File: src/rtl/microwave_time_entry.sv
// Keypad entry front-end for the microwave M:SS down-counter chain: shifts digits, validates, loads, tracks run.
// Optional quick start (0:30 default from empty IDLE, restart from RUN) enabled by `define MICROWAVE_QUICK_START_EN.
module microwave_time_entry #(
    parameter int MAX_SEC_TENS   = 5,
    parameter int MAX_DIGITS     = 3,
    parameter int QUICK_SEC_TENS = 3
) (
    input  logic       clk,
    input  logic       clear_n,
    input  logic       key_valid,
    input  logic [3:0] key_code,
    input  logic       start,
    input  logic       cancel,
    input  logic       timer_zero,
    output logic [3:0] min_ones,
    output logic [3:0] sec_tens,
    output logic [3:0] sec_ones,
    output logic       load,
    output logic       running,
    output logic [1:0] digit_count,
    output logic       err,
    output logic       done
);

    // state | meaning
    // IDLE  | no entry in progress, digits cleared
    // ENTRY | collecting digits, waiting for start
    // LOAD  | one-cycle load strobe to the counter chain
    // RUN   | countdown in progress, waiting for timer_zero
    typedef enum logic [1:0] {
        IDLE  = 2'd0,
        ENTRY = 2'd1,
        LOAD  = 2'd2,
        RUN   = 2'd3
    } state_t;

    localparam logic [1:0] MAX_CNT    = 2'(MAX_DIGITS);
    localparam logic [3:0] TENS_LIMIT = 4'(MAX_SEC_TENS);

    state_t     state, state_nx;
    logic [3:0] min_nx, tens_nx, ones_nx;
    logic [1:0] cnt_nx;
    logic       err_nx, done_nx;
    logic       run_first;
    logic       key_legal, key_bad;

    assign key_legal = key_valid && (key_code <= 4'd9);
    assign key_bad   = key_valid && (key_code > 4'd9);

    always_comb begin
        state_nx = state;
        min_nx   = min_ones;
        tens_nx  = sec_tens;
        ones_nx  = sec_ones;
        cnt_nx   = digit_count;
        err_nx   = 1'b0;
        done_nx  = 1'b0;

        unique case (state)
            IDLE: begin
                if (cancel) begin
                    min_nx  = 4'd0;
                    tens_nx = 4'd0;
                    ones_nx = 4'd0;
                    cnt_nx  = 2'd0;
                end else if (start) begin
`ifdef MICROWAVE_QUICK_START_EN
                    if (digit_count == 2'd0) begin
                        min_nx   = 4'd0;
                        tens_nx  = 4'(QUICK_SEC_TENS);
                        ones_nx  = 4'd0;
                        state_nx = LOAD;
                    end
`endif
                end else if (key_legal) begin
                    min_nx   = sec_tens;
                    tens_nx  = sec_ones;
                    ones_nx  = key_code;
                    cnt_nx   = digit_count + 2'd1;
                    state_nx = ENTRY;
                end else if (key_bad) begin
                    err_nx = 1'b1;
                end
            end
            ENTRY: begin
                if (cancel) begin
                    min_nx   = 4'd0;
                    tens_nx  = 4'd0;
                    ones_nx  = 4'd0;
                    cnt_nx   = 2'd0;
                    state_nx = IDLE;
                end else if (start) begin
                    if ((sec_tens > TENS_LIMIT) ||
                        (min_ones == 4'd0 && sec_tens == 4'd0 && sec_ones == 4'd0))
                        err_nx = 1'b1;
                    else
                        state_nx = LOAD;
                end else if (key_bad) begin
                    err_nx = 1'b1;
                end else if (key_legal && digit_count < MAX_CNT) begin
                    min_nx  = sec_tens;
                    tens_nx = sec_ones;
                    ones_nx = key_code;
                    cnt_nx  = digit_count + 2'd1;
                end
            end
            LOAD: begin
                if (cancel) begin
                    min_nx   = 4'd0;
                    tens_nx  = 4'd0;
                    ones_nx  = 4'd0;
                    cnt_nx   = 2'd0;
                    state_nx = IDLE;
                end else begin
                    state_nx = RUN;
                end
            end
            RUN: begin
                // the counters may still report a stale zero until the load lands
                if (cancel || (timer_zero && !run_first)) begin
                    min_nx   = 4'd0;
                    tens_nx  = 4'd0;
                    ones_nx  = 4'd0;
                    cnt_nx   = 2'd0;
                    done_nx  = !cancel;
                    state_nx = IDLE;
                end else if (start) begin
`ifdef MICROWAVE_QUICK_START_EN
                    state_nx = LOAD;
`endif
                end
            end
            default: state_nx = IDLE;
        endcase
    end

    always_ff @(posedge clk or negedge clear_n) begin
        if (!clear_n) begin
            state       <= IDLE;
            min_ones    <= 4'd0;
            sec_tens    <= 4'd0;
            sec_ones    <= 4'd0;
            digit_count <= 2'd0;
            load        <= 1'b0;
            running     <= 1'b0;
            err         <= 1'b0;
            done        <= 1'b0;
            run_first   <= 1'b0;
        end else begin
            state       <= state_nx;
            min_ones    <= min_nx;
            sec_tens    <= tens_nx;
            sec_ones    <= ones_nx;
            digit_count <= cnt_nx;
            load        <= (state_nx == LOAD);
            running     <= (state_nx == RUN);
            err         <= err_nx;
            done        <= done_nx;
            run_first   <= (state == LOAD) && (state_nx == RUN);
        end
    end

endmodule

File: config.mk
export PLATFORM = sky130hd
export DESIGN_NAME = microwave_time_entry
export DESIGN_NICKNAME = d
export VERILOG_FILES = /design/src/rtl/microwave_time_entry.sv
export SDC_FILE = /design/constraint.sdc
export NUM_CORES = 1
export LEC_CHECK = 0
export CORE_MARGIN = 2
export CORE_UTILIZATION = 30
export CTS_BUF_LIST = sky130_fd_sc_hd__clkbuf_4
export DETAILED_ROUTE_END_ITERATION = 7
export SETUP_SLACK_MARGIN = 0.2
export SYNTH_ARGS = -nofsm -noshare
export SYNTH_HDL_FRONTEND = slang
export SYNTH_SLANG_ARGS = --single-unit
File: constraint.sdc
create_clock -name clk -period 2.15 [get_ports clk]
set_input_delay 0.3225 -clock clk [delete_from_list [all_inputs] [get_ports clk]]
set_output_delay 0.3225 -clock clk [all_outputs]
set_load 0.02 [all_outputs]
# After elaboration in Yosys (flattened, before gate mapping)
# Index checks and enable logic that the tools add are counted.
# word_totals
out_inout_bits,18
regBits,21
elab_cells,98
in_bits,10
# classes
mux,55
magnitude_cmp,4
n_eq_ne,12
n_reduce_logical,16
n_addsub,1
# ops
op,n
4-bit two-way mux,23
4-bit case mux with 4 select lines,3
2-bit two-way mux,17
2-bit case mux with 4 select lines,2
3-bit inequality test (second input constant),5
4-bit logical NOT,3
1-bit two-way mux,9
2-bit == test (second input constant),4
1-bit logical AND,7
7-bit AND reduction,1
4-bit by 3-bit greater-than comparator with 1-bit output (second input constant),1
4-bit greater-than comparator (second input constant),1
4-bit <= comparator (second input constant),1
2-bit inequality test (second input constant),2
2-bit by 1-bit adder with 2-bit output (second input constant),1
2-bit by 1-bit == test with 1-bit output (second input constant),1
1-bit logical NOT,2
2-bit logical NOT,1
1-bit logical OR,2
2-bit less-than comparator (second input constant),1
1-bit case mux with 2 select lines,1

# Longest topological paths before layout
# Gate-level depths: netlist (run 1).
# logic_depth
depth_word,10
ltp_mapped,5
mapped_depth_nobuf,4

# Least setup slack after synthesis (run 1)
# OpenSTA, ideal clock, no wires.
# synth_path
kind,reg2reg
startpoint,register digit_count[0]
endpoint,register digit_count[1]
slack_ns,0.651
required_time_ns,2.029
path_stages_with_launch,6
n_path_buf,1
synth_period_minus_slack_ns,1.499
arrival_ns,1.378
setup_ns,0.121
path_cell_list,dfrtp_1 > ha_1 > a211oi_2 > o21ai_2 > buf_6 > a22o_2
# synth_via
elab_chain_cells,6
elab_cells_between_ends,13
cone_classes,add/sub: 1; order compare: 1; eq/ne: 1; mux: 8; reduce/logical: 2
# synth_lines
element,line,text
"start, declared",20,"output logic [1:0] digit_count,"
"start signal, assigned",154,digit_count <= cnt_nx;
2-bit by 1-bit adder with 2-bit output,"79, 104",
2-bit two-way mux,100,end else if (key_legal && digit_count < MAX_CNT) begin
2-bit two-way mux,98,end else if (key_bad) begin
2-bit two-way mux,92,end else if (start) begin
2-bit two-way mux,86,if (cancel) begin
2-bit case mux with 4 select lines,59,unique case (state)
# Several ways; a longest one is shown, not always the timed one. The select of a mux whose other input is x is not followed.
# A chain may end at the register's enable or synchronous reset.

# Final worst setup path (run 1)
# layout_path
startpoint,register sec_tens[2]
endpoint,output port sec_tens[2]
# layout_lines
element,line,text
"start, declared",16,"output logic [3:0] sec_tens,"
"start signal, assigned",152,sec_tens <= tens_nx;
# No word-level cell between the ends.

==> results of run 1 <==
==> cell type report <==
class	instances	area (um2)
fillers	273	1585
well taps	31	38.79
multi-input cells	40	320.3
clock buffers	4	30.03
inverters	1	3.754
flip-flops and latches	21	525.5
repair buffers	28	277.8
==> per-layer routing <==
metal  part of all wire  vias to the layer above  wire length (um)  global-route usage
met5                  0                        -                 0                   0
met4              0.012                        0                21             0.02990
met1               0.48                      317               858              0.1622
li1                   -                      303                 -                   -
met3              0.070                        6               124             0.04911
met2               0.43                       27               771              0.1558
==> cells by family (layout without fill, tap and decap cells) <==
| family | after synthesis | after routing | share of synthesized area |
|---|---|---|---|
| AO/OA/AOI/OAI | 23 | 23 | 0.2429 |
| flip-flops | 21 | 21 | 0.5966 |
| AND/OR/NAND/NOR | 15 | 15 | 0.09376 |
| buffers and inverters | 3 | 33 | 0.03977 |
| adder cells (fa/ha/maj) | 1 | 1 | 0.01420 |
| multiplexers | 1 | 1 | 0.01278 |
==> where the power goes <==
group	switching (mW)	internal, mW	total (mW)
Sequential	0.00966	0.404	0.414
Clock	0.113	0.0849	0.198
Combinational	0.0433	0.0444	0.0878
Total	0.166	0.533	0.700
==> placed cells by master (no fill, tap or decap), types with 2 or more instances in the layout <==
cell type,netlist,final
clkdlybuf4s50_1,0,27
dfrtp_1,21,21
a22o_2,13,13
nor2_1,4,4
clkbuf_4,0,4
nand2b_1,3,3
o21ai_0,3,3
nor4_1,2,2
nand2_1,2,2
==> metrics by stage <==
| stage | util | cell area, um2 | power (mW) | setup WS (ns) | hold slack [ns] |
|---|---|---|---|---|---|
| floorplan | - | 880.8 | 0.4658 | 0.6509 | 0.02691 |
| global placement | 0.4193 | 1166 | 0.5088 | 0.2790 | 0.5025 |
| detailed placement | 0.4193 | 1166 | 0.5097 | 0.2607 | 0.5083 |
| CTS | 0.4300 | 1196 | 0.7101 | 0.4357 | 0.3459 |
| global route | 0.4300 | 1196 | 0.7336 | 0.3714 | 0.3511 |
| finish | 0.4300 | 1196 | 0.6998 | 0.4486 | 0.3431 |
==> sequential cells by signal (all words and copies together) (netlist names) <==
signal       flops
run_first        1
sec_tens         4
sec_ones         4
min_ones         4
digit_count      2
load             1
done             1
running          1
err              1
state            2
==> final timing paths <==
| check | cells past startpoint | endpoint |
|---|---|---|
| worst max-delay path | 1 | sec_tens[2] |
| worst min-delay path | 2 | min_ones[2] |
| worst max register to register | 4 | digit_count[0] |
| worst min register to register | 2 | done |
| max in group asynchronous | 2 | state[0] |
| min in group clk | 2 | done |
==> metrics, run 1 <==
status=completed; Detailed Place HPWL=1306 um; Lkg Pwr=0.5494 nW; setup TNS=0 ns; clk sinks=21; dpl cells=121; final hold vios=0; number of port buffers=27; CORE AREA=2781 um2; achievable clock frequency=587.7 MHz; RSZ-0062 raised after global routing=false; first-pass GRT wire length=2829 um; most used flip-flop cell after synthesis=dfrtp_1; endpoint type of the worst setup path=output port; Critical Path Source Type=flip-flop; top cell type's share of synthesized area=0.5966; DR iter-0 viols=17; relative slew slack=0.6162; Post-synth EDFFs=0; WL/cell=14.20 um; crit path max fanout=5; Max Cap Violations=0; Reg2Reg Launch Point=digit_count[0]; Setup violations, final=0; H-tree depth=1; clk buf depth=2; worst min path class=input pin to async pin; syn nets=75; placer's final routability congestion estimate=0.7550; Worst Path Buf+Inv=1; Vias/cell=5.224; Slew Limit Fails=0; dominant cells by area after synthesis=dfrtp_1 (60%), a22o_2 (15%), buf_12 (2.3%); diode count=0; Root Driver=clkbuf_4; largest net degree at the start of global routing=22; skew final=0.005665 ns; reg2reg setup slack=0.62 ns; Post-Syn Area=880.8 um2; Syn Inst Count=64; pwr dens=585.0 nW/um2; Final min period=1.701 ns; max incr delay on CP=0.64 ns; vias in the first global route=574; share of layout cells above drive strength 1=0.2660; Remaining DRCs=0; die width=58.19 um; FP Rows=19; Final period util=0.7914; total grt overflow=0; Synth warnings=0; number of setup buffers added after CTS=0; final wirelength=1775 um; critical path's top delay family=buffers and inverters; Num CTS Buffers=3; Die ar.=3385 um2; Layout Cells excl Fill=125; CTS tree=yes; initial antenna violation count=0; Mean Syn Cell Area=13.76 um2; worst setup path start=sec_tens[2]; Critical Path RT=1.83 ns; drt first pass iters=4; # resized after CTS=0; worst path arrival time=1.38 ns; CTS Hold Buffers Added=0; initial core utilization=0.3167; layout overhead on the synthesized area=35.80%; ys async rst share=1.000; sequential area share after synthesis=0.5966; crit path cell chain=clkdlybuf4s50_1; Clock Pin Slew Worst Setup and Hold Paths=0.11 ns; worst setup path class=flip-flop to output port; Nets=106; register bit total from synthesis=21; Post-DRT Antenna Nets=0; slowest cell on the critical path=clkdlybuf4s50_1; Worst-Skew Late Latency=0.30 ns; Max VDD drop=490.9 uV; vias after detailed routing=653; most common cell in the netlist=dfrtp_1; Total GRT Usage=0.1131; I/O Pins=28; Worst Tran Pin Value=0.5756 ns; vertical die dimension=58.19 um; Distinct cells, synth=23; area leader, netlist=dfrtp_1; top post-synthesis cells by count=dfrtp_1 (21), a22o_2 (13), nor2_1 (4), nand2b_1 (3), o21ai_0 (3)
No activity file was read; power rests on OpenSTA's default activity.
==> run 2: changes to the inputs <==
==> constraint.sdc (replaced) <==
create_clock -name clk -period 1.7 [get_ports clk]
set_input_delay 0.255 -clock clk [delete_from_list [all_inputs] [get_ports clk]]
set_output_delay 0.255 -clock clk [all_outputs]
set_load 0.02 [all_outputs]
==> run 2 against run 1 <==
Clock skew up 0.0031 ns. Routed wire length up 23%. Global-route usage up 1.1 points. Cell area up 14%. Critical path depth up 3. Power up 31%. Cell count up 10%. Critical endpoint is now err. Largest power group unchanged.
==> metrics, run 2 (same netlist as run 1, synthesis figures left out) <==
status=completed; clock share of power=0.274 (-0.009); Die ar.=3385 um2 (unchanged); vias in the first global route=675 (+18%); WL/cell=15.78 um (+11%); CTS Hold Buffers Added=0 (unchanged); slowest cell on the critical path=dfrtp_2; H-tree depth=1 (unchanged); skew final=0.008737 ns (+0.003072 ns); Sequential Area=528.0 um2 (+0.48%); post-route total power=0.9198 mW (+31%); Worst-Skew Late Latency=0.30 ns (about the same); crit path cell chain=nor4_4 -> nand2_1 -> o41ai_4 -> and3_1; vertical die dimension=58.19 um (unchanged); area of the multi-input gates=414.1 um2 (+29%); Final period util=0.9233; Worst Tran Pin Value=0.4066 ns (-0.1690 ns); largest net degree at the start of global routing=22 (unchanged); Critical Path RT=1.94 ns (+0.11 ns); pwr dens=676.3 nW/um2 (+16%); die width=58.19 um (unchanged); met2 wire length=1071 um (+39%); relative slew slack=0.7280 (+0.1118); Total GRT Usage=0.1241 (+0.01103); endpoint type of the worst setup path=flip-flop; DR iter-0 viols=8 (-9); CORE AREA=2781 um2 (unchanged); sequential power share=0.572 (-0.019); Layout Cells excl Fill=138 (+10%); worst setup path class=flip-flop to flip-flop; met3 wire length=115 um (-7.3%); number of port buffers=27 (unchanged); post-route core utilization=0.4890 (+0.05893); placer's final routability congestion estimate=0.7323 (-3.0%); setup TNS=0 ns (unchanged); total grt overflow=0 (unchanged); switching pwr=0.2295 mW (+38%); Max VDD drop=466.0 uV (-5.1%); share of layout cells above drive strength 1=0.4112 (+0.1453); drt first pass iters=4 (unchanged); I/O Pins=28 (unchanged); layout overhead on the synthesized area=54.40%; commonest non-fill, non-tap cell in the layout=dfrtp_1; worst path arrival time=1.81 ns (+0.43 ns); FP Rows=19 (unchanged); initial core utilization=0.3167 (unchanged); Int Power=0.6903 mW (+29%); vias after detailed routing=723 (+11%); Sw Ratio=0.2495 (+0.01164); Slew Limit Fails=0 (unchanged); most frequent cells in the layout=dfrtp_1 (19), dlygate4sd2_1 (17), a22o_2 (13); Final min period=1.570 ns; Root Driver=clkbuf_4; Max Used Layer=met4; Clock Pin Slew Worst Setup and Hold Paths=0.11 ns (about the same); Critical Path Source Type=flip-flop; clk buf depth=2 (unchanged); final wirelength=2177 um (+23%); worst min path class=input pin to async pin; Num CTS Buffers=3 (unchanged); Setup violations, final=0 (unchanged); diode count=0 (unchanged); Max Cap Violations=0 (unchanged); clk sinks=21 (unchanged); CTS tree=yes; Filler Cell Count=259 (-5.1%); achievable clock frequency=637.1 MHz; max incr delay on CP=0.47 ns (-0.17 ns); dpl cells=128 (+5.8%); Logic pwr share=0.154 (+0.029); Lkg Pwr=0.7247 nW (+32%); Vias/cell=5.239 (+0.29%); Detailed Place HPWL=1432 um (+9.6%); largest registers=min_ones: 4 flops, sec_ones: 4 flops, sec_tens: 4 flops; Post-DRT Antenna Nets=0 (unchanged); final hold vios=0 (unchanged); initial antenna violation count=0 (unchanged); RSZ-0062 raised after global routing=true; metal1 wirelength=924 um (+7.7%); first-pass GRT wire length=3146 um (+11%); crit path max fanout=5 (unchanged); Remaining DRCs=0 (unchanged); Nets=119 (+12%)
[run 2: cell types whose count changed in the layout (fill, tap and decap cells not counted), sizes merged]
cell | before | now
and2 | 1 | 2
o21ai | 4 | 5
clkdlybuf4s50 | 27 | 9
dlymetal6s2s | 0 | 1
dlygate4sd2 | 0 | 17
buf | 1 | 12
[run 2: power groups by stage]
stage | sequential [mW] | combinational (mW) | clock [mW]
final | 0.526 | 0.141 | 0.252
after global routing | 0.528 | 0.153 | 0.286
after CTS | 0.524 | 0.122 | 0.264
after detailed placement | 0.533 | 0.124 | 0
after global placement | 0.533 | 0.122 | 0
after floorplan | 0.542 | 0.0475 | 0
[run 2: worst max-delay path: cells and delay by family, from the launching register on]
| family | cells | cell delay [ns] |
|---|---|---|
| simple gates | 3 | 0.60 |
| flops | 1 | 0.47 |
| compound gates | 1 | 0.44 |
[run 2: per-stage QoR]
stage	cell area [um2]	hold slack, ns	setup WS, ns
2_1_floorplan	880.8	-0.04059	0.2009
3_3_place_gp	1219	0.4989	-0.08680
3_5_place_dp	1219	0.5160	-0.1247
4_1_cts	1246	0.2820	0.2039
5_1_grt	1360	0.2920	0.05399
6_report	1360	0.2705	0.1304
[run 2: area by class of cell]
cell class,instances,area share
clock buffers,4,0.02208
inverters,1,0.002760
multi-input cells,42,0.3045
flip-flops and latches,21,0.3882
well taps,31,0.02852
repair buffers,39,0.2539
[run 2: path summary, 6_finish.rpt]
| path | depth (start not counted) | slack [ns] | to | start |
|---|---|---|---|---|
| min in group clk | 2 | 0.53 | done | run_first |
| max reg2reg | 4 | 0.13 | err | sec_tens[2] |
| min | 2 | 0.27 | sec_tens[2] | clear_n |
| max in group asynchronous | 2 | 1.19 | sec_tens[1] | clear_n |
| min reg2reg | 2 | 0.53 | done | run_first |
| max | 4 | 0.13 | err | sec_tens[2] |
[run 2: what timing repair did]
action,CTS,global route
endpoints found under the setup margin,19,19
resized for setup,19,15
buffers inserted,0,4
pin swaps,1,10
cloned,0,2
[run 2: metal layers]
metal,track usage,up-vias
met5,0,-
met4,0.05980,0
met3,0.02455,6
met2,0.1916,22
met1,0.1669,366
li1,-,329
==> run 3: changes to the inputs <==
--- a/config.mk
+++ b/config.mk
@@ -9,6 +9,7 @@
 export CORE_UTILIZATION = 30
 export CTS_BUF_LIST = sky130_fd_sc_hd__clkbuf_4
 export DETAILED_ROUTE_END_ITERATION = 7
+export GPL_ROUTABILITY_DRIVEN = 0
 export SETUP_SLACK_MARGIN = 0.2
 export SYNTH_ARGS = -nofsm -noshare
 export SYNTH_HDL_FRONTEND = slang
==> results of run 3 <==
No change in the layout: final DEF, timing and power equal those of run 2.
